## config.mk

```make
export PLATFORM = sky130hd
export DESIGN_NAME = mesh_input_unit
export DESIGN_NICKNAME = d
export VERILOG_FILES = /design/src/rtl/mesh_pkg.sv /design/src/rtl/mesh_input_unit_xy_route_compute.sv /design/src/rtl/mesh_input_unit.sv
export SDC_FILE = /design/constraint.sdc
export NUM_CORES = 1
export LEC_CHECK = 0
export CORE_ASPECT_RATIO = 0.75
export CORE_MARGIN = 2
export CORE_UTILIZATION = 35
export DETAILED_ROUTE_END_ITERATION = 12
export HOLD_SLACK_MARGIN = 0.08
export SLEW_MARGIN = 10
export SYNTH_ARGS = -nofsm -noshare
export SYNTH_HDL_FRONTEND = slang
export SYNTH_SLANG_ARGS = --single-unit
```

## constraint.sdc

```tcl
create_clock -name clk -period 2.1 [get_ports clk]
set_input_delay 0.525 -clock clk [delete_from_list [all_inputs] [get_ports clk]]
set_output_delay 0.525 -clock clk [all_outputs]
set_load 0.1 [all_outputs]
```

## src/rtl/mesh_pkg.sv

```systemverilog
// -----------------------------------------------------------------------------
// mesh_pkg
// Shared definitions for the 5-port mesh router input stage.
//   - Output port index constants (North..Local) and the one-hot port type.
//   - Flit field offsets: dest X at bit 0, dest Y directly above it, then the
//     payload.
//   - Default destination coordinate width.
// -----------------------------------------------------------------------------
package mesh_pkg;

  localparam int PORT_NORTH = 0;
  localparam int PORT_EAST  = 1;
  localparam int PORT_SOUTH = 2;
  localparam int PORT_WEST  = 3;
  localparam int PORT_LOCAL = 4;
  localparam int NUM_PORTS  = 5;

  localparam int DEFAULT_COORD_WIDTH = 3;

  // One-hot output port request {Local,West,South,East,North}
  typedef logic [NUM_PORTS-1:0] port_onehot_t;

  localparam int DEST_X_LSB = 0;

  function automatic int dest_y_lsb(input int coord_width);
    return coord_width;
  endfunction

  function automatic int payload_lsb(input int coord_width);
    return 2 * coord_width;
  endfunction

endpackage : mesh_pkg

```

## src/rtl/mesh_input_unit_xy_route_compute.sv

```systemverilog
// -----------------------------------------------------------------------------
// xy_route_compute
// Combinational XY dimension-order route computation. X is resolved first,
// then Y; a flit whose destination matches this router goes to Local.
// Ports:
//   dest_x, dest_y : destination coordinates of the head flit
//   port_req       : one-hot output port {Local,West,South,East,North}
// Comparisons are unsigned at COORD_WIDTH.
// -----------------------------------------------------------------------------
module xy_route_compute
  import mesh_pkg::*;
#(
  parameter int COORD_WIDTH = DEFAULT_COORD_WIDTH,
  parameter int LOCAL_X     = 0,
  parameter int LOCAL_Y     = 0
) (
  input  logic [COORD_WIDTH-1:0] dest_x,
  input  logic [COORD_WIDTH-1:0] dest_y,
  output port_onehot_t           port_req
);

  localparam logic [COORD_WIDTH-1:0] LX = COORD_WIDTH'(LOCAL_X);
  localparam logic [COORD_WIDTH-1:0] LY = COORD_WIDTH'(LOCAL_Y);

  always_comb begin
    port_req = '0;
    if (dest_x > LX) begin
      port_req[PORT_EAST] = 1'b1;
    end else if (dest_x < LX) begin
      port_req[PORT_WEST] = 1'b1;
    end else if (dest_y > LY) begin
      port_req[PORT_NORTH] = 1'b1;
    end else if (dest_y < LY) begin
      port_req[PORT_SOUTH] = 1'b1;
    end else begin
      port_req[PORT_LOCAL] = 1'b1;
    end
  end

endmodule : xy_route_compute

```

## src/rtl/mesh_input_unit.sv

```systemverilog
// -----------------------------------------------------------------------------
// mesh_input_unit
// Per-port input stage of the 5-port mesh router. Buffers flits in a circular
// FIFO, computes the XY-routed output port of the head flit and presents it
// to the switch allocator as a one-hot request.
// Ports:
//   clk, reset (async, active-low)
//   dataIn / writeRequest : flit and write strobe from upstream
//   readRequest           : pop strobe from the allocator
//   dataOut               : registered popped flit to the crossbar (1 cycle
//                           after readRequest)
//   outputPortRequest     : one-hot {Local,West,South,East,North}, 0 if empty
//   holdPort              : back-pressure, high when count >= DEPTH-1
//   overflowCount         : (MESH_INPUT_OVERFLOW_CHECK_EN only) saturating
//                           count of dropped writes
// Optional feature macro: MESH_INPUT_OVERFLOW_CHECK_EN
// -----------------------------------------------------------------------------
module mesh_input_unit
  import mesh_pkg::*;
#(
  parameter int DEPTH       = 4,
  parameter int DATA_WIDTH  = 32,
  parameter int COORD_WIDTH = DEFAULT_COORD_WIDTH,
  parameter int LOCAL_X     = 0,
  parameter int LOCAL_Y     = 0
) (
  input  logic                  clk,
  input  logic                  reset,
  input  logic [DATA_WIDTH-1:0] dataIn,
  input  logic                  writeRequest,
  input  logic                  readRequest,
  output logic [DATA_WIDTH-1:0] dataOut,
  output logic [4:0]            outputPortRequest,
`ifdef MESH_INPUT_OVERFLOW_CHECK_EN
  output logic [15:0]           overflowCount,
`endif
  output logic                  holdPort
);

  localparam int PTR_W      = $clog2(DEPTH);
  localparam int CNT_W      = $clog2(DEPTH) + 1;
  localparam int DEST_Y_LSB = dest_y_lsb(COORD_WIDTH);

  localparam logic [CNT_W-1:0] CNT_FULL = CNT_W'(DEPTH);
  localparam logic [CNT_W-1:0] CNT_HOLD = CNT_W'(DEPTH - 1);

  logic [DATA_WIDTH-1:0] mem_q [DEPTH];

  logic [PTR_W-1:0]      wr_ptr_q, wr_ptr_d;
  logic [PTR_W-1:0]      rd_ptr_q, rd_ptr_d;
  logic [CNT_W-1:0]      count_q, count_d;
  logic [DATA_WIDTH-1:0] data_out_q, data_out_d;

  logic                  wr_en;
  logic                  rd_en;
  port_onehot_t          route_port;

  // Full/empty decisions use the pre-edge count: a write at full is dropped
  // even if a read frees a slot in the same cycle, and a read at empty is
  // ignored even if a write lands in the same cycle (no bypass).
  assign wr_en = writeRequest && (count_q != CNT_FULL);
  assign rd_en = readRequest  && (count_q != '0);

  always_comb begin
    wr_ptr_d   = wr_ptr_q;
    rd_ptr_d   = rd_ptr_q;
    count_d    = count_q;
    data_out_d = data_out_q;
    if (wr_en) begin
      wr_ptr_d = wr_ptr_q + PTR_W'(1);
    end
    if (rd_en) begin
      rd_ptr_d   = rd_ptr_q + PTR_W'(1);
      data_out_d = mem_q[rd_ptr_q];
    end
    case ({wr_en, rd_en})
      2'b10:   count_d = count_q + CNT_W'(1);
      2'b01:   count_d = count_q - CNT_W'(1);
      default: count_d = count_q;
    endcase
  end

  always_ff @(posedge clk or negedge reset) begin
    if (!reset) begin
      wr_ptr_q   <= '0;
      rd_ptr_q   <= '0;
      count_q    <= '0;
      data_out_q <= '0;
    end else begin
      wr_ptr_q   <= wr_ptr_d;
      rd_ptr_q   <= rd_ptr_d;
      count_q    <= count_d;
      data_out_q <= data_out_d;
    end
  end

  // Storage carries no reset; stale entries are unreachable once the
  // pointers and count are cleared.
  always_ff @(posedge clk) begin
    if (wr_en) begin
      mem_q[wr_ptr_q] <= dataIn;
    end
  end

  xy_route_compute #(
    .COORD_WIDTH (COORD_WIDTH),
    .LOCAL_X     (LOCAL_X),
    .LOCAL_Y     (LOCAL_Y)
  ) u_route (
    .dest_x   (mem_q[rd_ptr_q][DEST_X_LSB +: COORD_WIDTH]),
    .dest_y   (mem_q[rd_ptr_q][DEST_Y_LSB +: COORD_WIDTH]),
    .port_req (route_port)
  );

  assign dataOut           = data_out_q;
  assign outputPortRequest = (count_q == '0) ? '0 : route_port;
  // One slot of margin absorbs the write already in flight from upstream.
  assign holdPort          = (count_q >= CNT_HOLD);

`ifdef MESH_INPUT_OVERFLOW_CHECK_EN
  logic        wr_drop;
  logic [15:0] overflow_count_q, overflow_count_d;

  assign wr_drop = writeRequest && (count_q == CNT_FULL);

  always_comb begin
    overflow_count_d = overflow_count_q;
    if (wr_drop && (overflow_count_q != 16'hFFFF)) begin
      overflow_count_d = overflow_count_q + 16'd1;
    end
  end

  always_ff @(posedge clk or negedge reset) begin
    if (!reset) begin
      overflow_count_q <= '0;
    end else begin
      overflow_count_q <= overflow_count_d;
    end
  end

  always_ff @(posedge clk) begin
    if (reset) begin
      assert (!wr_drop) else $warning("mesh_input_unit: write dropped, buffer full");
    end
  end

  assign overflowCount = overflow_count_q;
`endif

endmodule : mesh_input_unit

```

-- Word-level counts from Yosys, hierarchy flattened
Memory sizes are Yosys's and may differ from the RTL's.
Index checks and enable logic that the tools add are counted.
- register bits after elaboration: 39
- RAM bits: 128
- output and inout port bits: 38
- logic and storage cells: 38
- memories kept: 1
- memory list (memory ; words ; width ; read ports ; clocked after Yosys merged registers in ; write ports ; RTL line ; source):
    mem_q ; 4 ; 32 ; 1 ; 0 ; 1 ; mesh_input_unit.sv:47 ; logic [DATA_WIDTH-1:0] mem_q [DEPTH];
- $add $sub $neg: 4
- magnitude comparators: 5
- eq/ne operators: 3
- multiplexer cells: 16
- reduce and logical (&&, ||, !) cells: 5
- operators by type and width (kind ; count):
    two-way mux 1 bit ; 13
    > comparator 3 x 1 -> 1 bit, second input constant ; 2
    < comparator 3 x 1 -> 1 bit, second input constant ; 2
    one-hot mux 3 bit (2 select lines) ; 1
    two-way mux 5 bit ; 1
    adder 2 x 1 -> 2 bit, second input constant ; 2
    adder 3 x 1 -> 3 bit, second input constant ; 1
    >= comparator 3 x 2 -> 1 bit, second input constant ; 1
    logical NOT 3 bit ; 1
    two-way mux 3 bit ; 1
    != test 3 bit, second input constant ; 1
    nonzero test 3 bit ; 1
    subtractor 3 x 1 -> 3 bit, second input constant ; 1
    == test 2 x 1 -> 1 bit, second input constant ; 1
    == test 2 bit, second input constant ; 1
    logical AND 1 bit ; 2
    nonzero test 2 bit ; 1

-- Logic depth before layout (Yosys ltp)
Gate-level depths: netlist of run 1.
An unclocked memory read counts as a cell.
- word-level depth: 7
- gate-level depth with buffers: 9
- depth with buffers taken out: 9

-- By module
From an unflattened synthesis of run 1, not the netlist that was laid out.
- cell total of the unflattened synthesis: 286
- area total of the unflattened synthesis: 6334.8 um^2
- by module, submodules not included (module ; instances ; cells each ; area an instance (um^2) ; seq. area each (um^2)):
    mesh_input_unit ; 1 ; 279 ; 6289.8 ; 4819.6
    xy_route_compute ; 1 ; 7 ; 45.0 ; 0.0

-- Worst setup path after synthesis of run 1
Ideal clock, no wire load.
- path kind: flip-flop to output port
- start: reg rd_ptr_q[0]
- end: out outputPortRequest[4]
- data arrival time: 3.130 ns
- data required time: 1.575 ns
- path slack: -1.555 ns
- cell stages (with the launch flop): 5
- path buffers: 1
- cell sequence: dfrtp_1 buf_6 mux4_2 or4_4 nor4_2
- longest elaborated chain between the ends: 7
- ends and longest elaborated chain (what ; RTL line ; source):
    start, declared ; mesh_input_unit.sv:50 ; logic [PTR_W-1:0] rd_ptr_q, rd_ptr_d;
    start signal, assigned ; mesh_input_unit.sv:91 ; rd_ptr_q <= rd_ptr_d;
    memory read (4 x 32 bit) * ; n/a ;
    < comparator 3 x 1 -> 1 bit ; mesh_input_unit_xy_route_compute.sv:33 ; end else if (dest_y < LY) begin
    two-way mux 1 bit ; mesh_input_unit_xy_route_compute.sv:33 ;
    two-way mux 1 bit ; mesh_input_unit_xy_route_compute.sv:31 ; end else if (dest_y > LY) begin
    two-way mux 1 bit ; mesh_input_unit_xy_route_compute.sv:29 ; end else if (dest_x < LX) begin
    two-way mux 3 bit * ; mesh_input_unit_xy_route_compute.sv:27 ; if (dest_x > LX) begin
    two-way mux 5 bit * ; mesh_input_unit.sv:116 ; assign outputPortRequest = (count_q == '0) ? '0 : route_port;
    end, declared ; mesh_input_unit.sv:33 ; output logic [4:0] outputPortRequest,
Every way passes the cells marked *; elsewhere a longest branch is shown, timed or not.

-- Final worst setup path of run 1
Ends and elaborated chain as after synthesis.

==> impl_results.md, run 1 <==
- Number of cells produced by synthesis: 350
- DR vias/cell: around 4.6
- Min-delay worst type: flip-flop to flip-flop
- Initial antenna violation count: 0
- CTS Buffer Depth: 2
- DR top layer: met4
- Max stage delay on crit path: 580 ps
- DR WL met2: 5740 µm
- Final min period: approximately 2900 ps
- Total Routing Usage GR: 0.142
- Worst-path clk slew: about 60 ps
- Sequential area share after synthesis: 0.768
- Slew HR: 0.631
- Final setup fails: 3
- Num rows: 42
- Nets@finish: 502
- Kind of start point of the critical path: flip-flop
- Fin. Hold Viols: 0
- Reg2reg setup slack: about 190 ps
- Final GP Congestion: 0.684
- Cts bufs inserted: 17
- Worst reg2reg startpoint: count_q[1]$_DFFE_PN0P_
- Setup crit end kind: output port
- Number of port buffers: 71
- I/O Pins: 74
- Max_cap viols: 0
- Yosys cell types: 25
- Worst path slowest cell: or4_4
- End point of the critical path: outputPortRequest[4]
- Half-perimeter wire length after placement: 7930 µm
- Failing checks: setup timing
- Fin crit share: 1.39
- Crit Path Class: flip-flop to output port
- Synthesized area: 6270 µm²
- Fmax: 342 MHz
- Post-route ant nets: 0
- Largest net degree at the start of global routing: 34
- Reg2Reg Depth: 10
- End of the worst register-to-register path: count_q[2]$_DFFE_PN0P_
- Main area contributors after synthesis: edfxtp_1 61%, dfrtp_1 16%, mux4_2 11%
- Met3 routed WL: 827 µm
- Die X: about 160 µm
- Clk Latency, worst-skew pair: approximately 430 ps
- Final Skew: 7.95 ps
- Initial drt markers: 259
- Initial Util: 0.356
- CP cell instances: mux4_2 > or4_4 > nor4_4 > buf_12
- Routed WL per cell: 17.2 µm
- Die ar.: between 15000 and 20000 µm²
- Syn avg cell area: 17.9 µm²
- #FFs+latches synth: 167
- TritonCTS Sinks: 167
- Share of the synthesized area in the top cell type: 0.613
- Chip height: 120 µm
- WL met1: around 5500 µm
- Tightest Pin Transition: 553 ps
- WL final: 12300 µm
- Worst EP arrival: 2400 ps
- Most frequent cells in the layout: 128 x edfxtp_1, 97 x nand2_1, 58 x buf_4, 37 x dfrtp_1, 34 x clkdlybuf4s50_1
- DRC viols: 0
- PnR worst setup slack: -825 ps
- First-pass GRT wire length: 19200 µm
- CTS tree: built
- Unrepaired setup endpoints after global routing: true
- Leading cell type in the layout, fill and taps excluded: edfxtp_1
- Worst EP required: 1570 ps
- Cell taking the most area after synthesis: edfxtp_1
- Placement Setup Slack: -413 ps
- Fraction of layout cells with a size suffix above 1: 0.317
- Synth Warn #: 0
- Worst setup path start: rd_ptr_q[0]$_DFFE_PN0P_
- Status: finished, violations left
- Final max-slew violation count: 0
- Detailed-route via count: 3277
- Clock Root Buffer: clkbuf_16
- Htree depth: 4
- Overflow after GRT: 0
- Area grow syn2layout: 30.7%
- Initial DRT Pass Iterations: 4
- Critical-path maximum fanout: 5
- Vias in the first global route: 3428
- Core box area: 17600 µm²
- ANT cells: 0
==> layer usage <==
metal / up-vias / global-route usage
met5: - / 0
met4: 0 / 0.0524
met3: 18 / 0.0495
met2: 92 / 0.210
met1: 1649 / 0.195
li1: 1518 / -
==> worst max-delay path, delay by kind of cell (launching register included) <==
family / cells / cell delay, ps
simple gates: 2 / 790
mux: 1 / 540
flops: 1 / 430
buf+inv: 1 / 210
==> synth_stat cells, drive strengths merged <==
library cell	n
buf	6
xor2	2
inv	7
xnor2	4
clkinv	1
a31oi	1
mux4	32
conb	1
nor2	3
nor4	1
mux2	1
nand2	97
dfrtp	39
nor3	3
clkbuf	10
or4	1
mux2i	1
and2	4
o31ai	1
edfxtp	128
ha	5
fa	1
a21o	1
==> state kept, by name (all words and copies together) (netlist names) <==
name	cells
wr_ptr_q	2
rd_ptr_q	2
count_q	3
mem_q	128
dataOut	32
==> cells by family (layout without fill, tap and decap cells) <==
logic type / Yosys count / after routing / share of synthesized area
buffers and inverters: 24 / 146 / 0.0173
XOR/XNOR: 6 / 6 / 0.00837
AO/OA/AOI/OAI: 3 / 3 / 0.00419
AND/OR/NAND/NOR: 109 / 109 / 0.0700
adder cells (fa/ha/maj): 6 / 6 / 0.0132
flip-flops: 167 / 167 / 0.768
multiplexers: 34 / 34 / 0.118
other: 1 / 2 / 0.000598
==> what timing repair did <==
action | CTS | global route
pin swaps | 0 | 1
setup endpoints to repair | 3 | 3
hold endpoints to repair | 3 | 0
hold buffers | 1 | 0
gates resized for setup | 0 | 4
buffers inserted | 2 | 1
==> through the flow <==
step / hold slack, ps / util / instance area [µm²] / std cells / setup TNS (ps)
final: 475 / 0.466 / 8200 / 715 / -2130
after global routing: 502 / 0.466 / 8200 / 715 / -2370
after CTS: 482 / 0.464 / 8170 / 714 / -2120
after detailed placement: 464 / 0.427 / 7520 / 679 / -2430
after global placement: 461 / 0.427 / 7520 / 679 / -3060
after floorplan: 229 / - / 6310 / 351 / -1660
==> worst min path at each step <==
stage	from	end	slack, ps	depth (start not counted)
2_1_floorplan	reset	count_q[0]$_DFFE_PN0P_	230	0
3_3_place_gp	dataOut[28]$_DFFE_PN0P_	dataOut[28]$_DFFE_PN0P_	460	2
3_5_place_dp	dataOut[11]$_DFFE_PN0P_	dataOut[11]$_DFFE_PN0P_	460	2
5_1_grt	dataOut[30]$_DFFE_PN0P_	dataOut[30]$_DFFE_PN0P_	500	2
6_report	dataOut[28]$_DFFE_PN0P_	dataOut[28]$_DFFE_PN0P_	470	2
4_1_cts	dataOut[30]$_DFFE_PN0P_	dataOut[30]$_DFFE_PN0P_	480	2
==> final cells by class <==
| type | count | area (µm²) |
|---|---|---|
| clock inverter | 14 | 185 |
| inverter | 8 | 31.3 |
| timing repair buffer | 106 | 1020 |
| multi-input combinational | 160 | 1400 |
| clock buffer | 18 | 439 |
| tap | 242 | 303 |
| sequential | 167 | 4820 |
| fill | 1518 | 9400 |
Power of run 1 is left out: the tool's default activity adds up to more than one toggle a clock period on the data nets, which glitch-free logic cannot reach.
==> run 2: changes to the inputs <==
--- a/constraint.sdc
+++ b/constraint.sdc
@@ -3,2 +3,2 @@
 set_output_delay 0.525 -clock clk [all_outputs]
-set_load 0.1 [all_outputs]
+set_load 0.01 [all_outputs]
==> impl_results.md, run 2 (synthesized netlist as in run 1, its figures left out) <==
- Slew HR: 0.636 (+0.00441)
- Setup crit end kind: output port
- Reg2reg setup slack: 200 ps (about the same)
- Post-route ant nets: 0 (unchanged)
- CTS tree: built
- Reg2Reg Depth: 10 (unchanged)
- Die ar.: 19000 µm² (unchanged)
- Worst EP arrival: 2240 ps (-160 ps)
- DR vias/cell: 4.60 (+0.42%)
- Core Util, Final: 0.464 (-0.00199)
- Leading cell type in the layout, fill and taps excluded: edfxtp_1
- Min-delay worst type: input port to async pin
- # hold bufs at CTS: 0 (-1)
- Initial DRT Pass Iterations: 4 (unchanged)
- Placement Setup Slack: -680 ps (-267 ps)
- Most frequent cells in the layout: 128 x edfxtp_1, 97 x nand2_1, 66 x clkdlybuf4s50_1, 37 x dfrtp_1, 32 x mux4_2
- Critical-path maximum fanout: 4 (-1)
- Total Routing Usage GR: 0.147 (+0.00455)
- Tightest Pin Transition: 547 ps (-6.61 ps)
- Cts bufs inserted: 17 (unchanged)
- First-pass GRT wire length: 19900 µm (+3.3%)
- Worst reg2reg startpoint: count_q[1]$_DFFE_PN0P_
- Largest net degree at the start of global routing: 34 (unchanged)
- Fill count: 1520 (+0.13%)
- Failing checks: setup timing
- Worst EP required: 1570 ps (about the same)
- Final Skew: 8.48 ps (+0.526 ps)
- Final max-slew violation count: 0 (unchanged)
- Fin. Hold Viols: 0 (unchanged)
- End of the worst register-to-register path: count_q[2]$_DFFE_PN0P_
- Vias in the first global route: 3487 (+1.7%)
- Top reg by flops: mem_q
- Unrepaired setup endpoints after global routing: true
- PnR worst setup slack: -670 ps (+156 ps)
- Number of port buffers: 71 (unchanged)
- Worst setup path start: rd_ptr_q[0]$_DFFE_PN0P_
- Die X: 159 µm (unchanged)
- Routed WL per cell: 17.6 µm (+2.6%)
- Htree depth: 4 (unchanged)
- Clock Root Buffer: clkbuf_16
- Area grow syn2layout: 30.1%
- Final min period: 2770 ps (-156 ps)
- CTS Buffer Depth: 2 (unchanged)
- Core box area: 17600 µm² (unchanged)
- Max reg flops: 128 (unchanged)
- Fmax: 361 MHz (+5.6%)
- Clk Latency, worst-skew pair: 430 ps (about the same)
- Final setup fails: 3 (unchanged)
- Fraction of layout cells with a size suffix above 1: 0.246 (-0.0708)
- Nets@finish: 500 (-0.40%)
- Final GP Congestion: 0.701 (+2.5%)
- I/O Pins: 74 (unchanged)
- Initial Util: 0.356 (unchanged)
- Initial drt markers: 194 (-25%)
- Leak pwr: approximately 3.0 nW
- End point of the critical path: outputPortRequest[4]
- P per Cell Area: around 1400 nW/µm²
- Detailed-route via count: 3286 (+0.27%)
- Initial antenna violation count: 1 (+1)
- Overflow after GRT: 0 (unchanged)
- Num rows: 42 (unchanged)
- Fin crit share: 1.32 (-0.0742)
- Worst-path clk slew: 60 ps (about the same)
- VDD IR-drop max: about 870 µV
- Max_cap viols: 0 (unchanged)
- TritonCTS Sinks: 167 (unchanged)
- DRC viols: 0 (unchanged)
- Crit Path Class: flip-flop to output port
- Chip height: 120 µm (unchanged)
- WL final: 12600 µm (+2.5%)
- Min Hold Slack: 76.3 ps (-399 ps)
- Kind of start point of the critical path: flip-flop
- Half-perimeter wire length after placement: 7960 µm (+0.45%)
- Setup TNS Final: -1740 ps (+393 ps)
- Status: finished, violations left
==> run 2: cell count changes in the layout (fill, tap and decap cells not counted), moves of 2 or more <==
cell	previous run	this run
buf_12	11	5
buf_2	1	4
buf_4	58	25
buf_6	1	3
clkdlybuf4s50_1	34	66
inv_1	7	5
inv_2	0	2
inv_8	2	0
nor2_4	2	0
==> run 2: worst min-delay path by stage <==
stage	start	to	depth (start not counted)
after floorplan	reset	count_q[0]$_DFFE_PN0P_	0
after global placement	dataOut[29]$_DFFE_PN0P_	dataOut[29]$_DFFE_PN0P_	2
after detailed placement	dataOut[31]$_DFFE_PN0P_	dataOut[31]$_DFFE_PN0P_	2
after CTS	reset	dataOut[8]$_DFFE_PN0P_	1
after global routing	reset	dataOut[22]$_DFFE_PN0P_	1
final	reset	dataOut[4]$_DFFE_PN0P_	1
==> run 2: cell type report <==
class                           count  area (µm²)  area share
Sequential cell                   167        4820       0.591
Multi-Input combinational cell    160        1390       0.170
Timing Repair Buffer              104        1010       0.124
Clock buffer                       18         439      0.0538
Tap cell                          242         303      0.0371
Clock inverter                     14         170      0.0208
Inverter                            8        31.3     0.00383
Antenna cell                        1        2.50    0.000306
==> run 2: critical path, cell delays in order (launching register included) <==
cell and delay, ps:
dfrtp_2 430, mux4_2 530, or4_4 570, nor4_4 130, buf_2 160
==> run 2: through the flow <==
| step | area (µm²) | instances | power, mW |
|---|---|---|---|
| 2_1_floorplan | 6300 | 351 | 6.92 |
| 4_1_cts | 8140 | 712 | 11.9 |
| 3_5_place_dp | 7530 | 679 | 8.70 |
| 5_1_grt | 8160 | 713 | 12.5 |
| 6_report | 8170 | 714 | 11.8 |
| 3_3_place_gp | 7530 | 679 | 8.62 |
==> run 2: power breakdown <==
| part | internal, mW | switching [mW] | leakage, nW |
|---|---|---|---|
| Combinational | 1.95 | 1.82 | 1.10 |
| Sequential | 4.50 | 0.327 | 1.64 |
| Clock | 1.91 | 1.30 | 0.291 |
==> run 2: timing repair <==
action                     4_1_cts  5_1_grt
setup endpoints to repair        4        4
gates resized for setup         16        5
gates cloned                     0        0
pin swaps                        1        3
buffers inserted                 1        1
==> run 2: metal layers <==
| layer | up-vias | track usage | wire (µm) |
|---|---|---|---|
| met2 | 85 | 0.221 | 5850 |
| met1 | 1677 | 0.200 | 5770 |
| met4 | 2 | 0.0541 | 154 |
| met3 | 18 | 0.0484 | 799 |
| met5 | - | 0 | 13 |
| li1 | 1504 | - | - |
Power figures use the tool's default switching activity.
==> run 3: changes to the inputs <==
- SYNTH_HIERARCHICAL: unset -> 1
==> impl_results.md, run 3 <==
- Initial Util: 0.358 (+0.00128)
- Vias in the first global route: 3209 (-8.0%)
- CTS Buffer Depth: 2 (unchanged)
- Final max-slew violation count: 0 (unchanged)
- WL final: 11500 µm (-8.6%)
- Total Routing Usage GR: 0.129 (-0.0181)
- Htree depth: 4 (unchanged)
- Final setup fails: 3 (unchanged)
- Worst EP arrival: 2210 ps (-30 ps)
- Worst EP required: 1570 ps (about the same)
- Die X: 159 µm (+0.46%)
- I/O Pins: 74 (unchanged)
- Largest net degree at the start of global routing: 25 (-26%)
- Share of the synthesized area in the top cell type: 0.607 (-0.00581)
- Top reg by flops: mem_q
- Area grow syn2layout: 29.0%
- VDD IR-drop max: 637 µV (-27%)
- Detailed-route via count: 2976 (-9.4%)
- Worst reg2reg startpoint: rd_ptr_q[0]$_DFFE_PN0P_
- Post-route ant nets: 0 (unchanged)
- Cell taking the most area after synthesis: edfxtp_1
- Overflow after GRT: 0 (unchanged)
- Worst-path clk slew: 60 ps (about the same)
- Cts bufs inserted: 17 (unchanged)
- Slew HR: 0.620 (-0.0156)
- Initial drt markers: 230 (+19%)
- Final Skew: 7.25 ps (-1.23 ps)
- Final GP Congestion: 0.658 (-6.1%)
- Chip height: 121 µm (+0.46%)
- Failing checks: setup timing
- Kind of start point of the critical path: flip-flop
- End of the worst register-to-register path: dataOut[13]$_DFFE_PN0P_
- Sequential area share after synthesis: 0.761 (-0.00728)
- Nets@finish: 435 (-13%)
- #FFs+latches synth: 167 (unchanged)
- ANT cells: 0 (-1)
- Tightest Pin Transition: 570 ps (+23.3 ps)
- P per Cell Area: 1440 nW/µm² (-0.45%)
- Clock Root Buffer: clkbuf_16
- Post-synthesis async set-or-reset flop share: 0.234 (unchanged)
- DR vias/cell: 4.59 (-0.21%)
- PnR worst setup slack: -637 ps (+33.0 ps)
- DRC viols: 0 (unchanged)
- Fmax: 365 MHz (+1.2%)
- Reg2reg setup slack: 150 ps (-50 ps)
- Reg2Reg Depth: 7 (-3)
- Half-perimeter wire length after placement: 7250 µm (-9.0%)
- Leak pwr: 2.88 nW (-5.3%)
- Most frequent cells in the layout: 128 x edfxtp_1, 67 x clkdlybuf4s50_1, 37 x dfrtp_1, 32 x mux4_2, 31 x mux2_2
- Fill count: 1524 (+0.26%)
- Max reg flops: 128 (unchanged)
- Leading cell type in the layout, fill and taps excluded: edfxtp_1
- Number of synthesized flops with an enable pin: 128 (unchanged)
- Main area contributors after synthesis: edfxtp_1 61%, dfrtp_1 15%, mux4_2 10%
- Min-delay worst type: input port to async pin
- Fraction of layout cells with a size suffix above 1: 0.345 (+0.0985)
- Status: finished, violations left
- Routed WL per cell: 17.7 µm (+0.69%)
- Max_cap viols: 0 (unchanged)
- Synth Warn #: 6 (+6)
- Final min period: 2740 ps (-33.0 ps)
- Ys flop type: edfxtp_1
- Fin crit share: 1.30 (-0.0157)
- Number of port buffers: 71 (unchanged)
- Clk Latency, worst-skew pair: 420 ps (about the same)
- Syn avg cell area: 22.1 µm² (+24%)
- First-pass GRT wire length: 18000 µm (-9.2%)
- Commonest cells post-synth: 128 x edfxtp_1, 39 x dfrtp_1, 31 x mux2_2, 28 x mux4_2
- Critical-path maximum fanout: 5 (+1)
- TritonCTS Sinks: 167 (unchanged)
- Min Hold Slack: 100 ps (+23.9 ps)
- Core Util, Final: 0.461 (-0.00240)
- Die ar.: 19200 µm² (+0.93%)
- Synthesized area: 6330 µm² (+0.96%)
- Number of cells produced by synthesis: 286 (-18%)
- Num rows: 42 (unchanged)
- CTS tree: built
- Core box area: 17700 µm² (+0.60%)
- Setup crit end kind: output port
- Unrepaired setup endpoints after global routing: true
- Crit Path Class: flip-flop to output port
- Yosys cell types: 27 (+8.0%)
- Initial DRT Pass Iterations: 7 (+3)
- Fin. Hold Viols: 0 (unchanged)
- # hold bufs at CTS: 0 (unchanged)
- Initial antenna violation count: 0 (-1)
- Most common cell in the synthesized netlist: edfxtp_1
run 3: cell types whose count changed after synthesis, moves of 2 or more:
cell / change
buf_6: +2
mux4_1: +4
mux2_4: +2
clkbuf_1: -9
mux4_2: -4
buf_2: +4
nor2b_1: +6
mux2_2: +30
nand2_1: -96
run 3: per-layer routing:
layer  GRT usage  part of all wire
met5           0                 0
met4      0.0477             0.012
met3      0.0429             0.053
met2       0.205              0.48
met1       0.165              0.46
run 3: area by class of cell:
| class | count | area [µm²] | share of cell area |
|---|---|---|---|
| inverter | 7 | 26.3 | 0.00322 |
| multi-input combinational | 99 | 1410 | 0.173 |
| tap | 242 | 303 | 0.0371 |
| timing repair buffer | 101 | 1020 | 0.125 |
| clock buffer | 22 | 454 | 0.0556 |
| sequential | 167 | 4820 | 0.590 |
| clock inverter | 10 | 130 | 0.0159 |
run 3: logic make-up (layout without fill, tap and decap cells):
family                   after synthesis  in the layout  synth area share
XOR/XNOR                               6              6           0.00830
adder cells (fa/ha/maj)                6              6            0.0130
flip-flops                           167            167             0.761
buffers and inverters                 21            140            0.0211
AO/OA/AOI/OAI                          3              3           0.00356
other                                  1              2          0.000592
multiplexers                          66             66             0.178
AND/OR/NAND/NOR                       16             16            0.0150
run 3: metrics by stage:
step | setup TNS, ps | instance area (µm²) | power (mW) | setup WS (ps) | instances
floorplan | -68.9 | 6350 | 7.08 | -46.0 | 287
global placement | -13720 | 7530 | 8.61 | -644 | 611
detailed placement | -12310 | 7530 | 8.70 | -647 | 611
CTS | -1920 | 8160 | 11.9 | -682 | 646
global route | -2090 | 8170 | 12.4 | -762 | 648
finish | -1780 | 8170 | 11.8 | -637 | 648
run 3: how the worst max path moves through the flow:
stage                             from                    to  cells past startpoint
2_1_floorplan  rd_ptr_q[0]$_DFFE_PN0P_  outputPortRequest[4]                      5
3_3_place_gp   rd_ptr_q[0]$_DFFE_PN0P_  outputPortRequest[4]                      6
3_5_place_dp   rd_ptr_q[0]$_DFFE_PN0P_  outputPortRequest[4]                      6
4_1_cts        rd_ptr_q[0]$_DFFE_PN0P_  outputPortRequest[4]                      7
5_1_grt        rd_ptr_q[0]$_DFFE_PN0P_  outputPortRequest[4]                      7
6_report       rd_ptr_q[0]$_DFFE_PN0P_  outputPortRequest[4]                      7
run 3: timing repair:
action	in CTS	in global routing
setup buffers	3	2
hold endpoints to repair	0	0
resized for setup	22	0
pin swaps	2	3
cloned	0	0
endpoints found under the setup margin	3	3
run 3: power breakdown:
group | switching, mW | leakage (nW) | internal (mW)
combinational | 1.60 | 0.966 | 2.19
sequential | 0.361 | 1.63 | 4.52
clock | 1.20 | 0.284 | 1.89
run 3: critical path, cell delays in order (launching register included):
cell	delay [ps]
dfrtp_2	440
buf_6	130
buf_6	100
mux4_2	530
nor3_4	190
nor2b_4	160
nor2b_4	140
buf_6	100
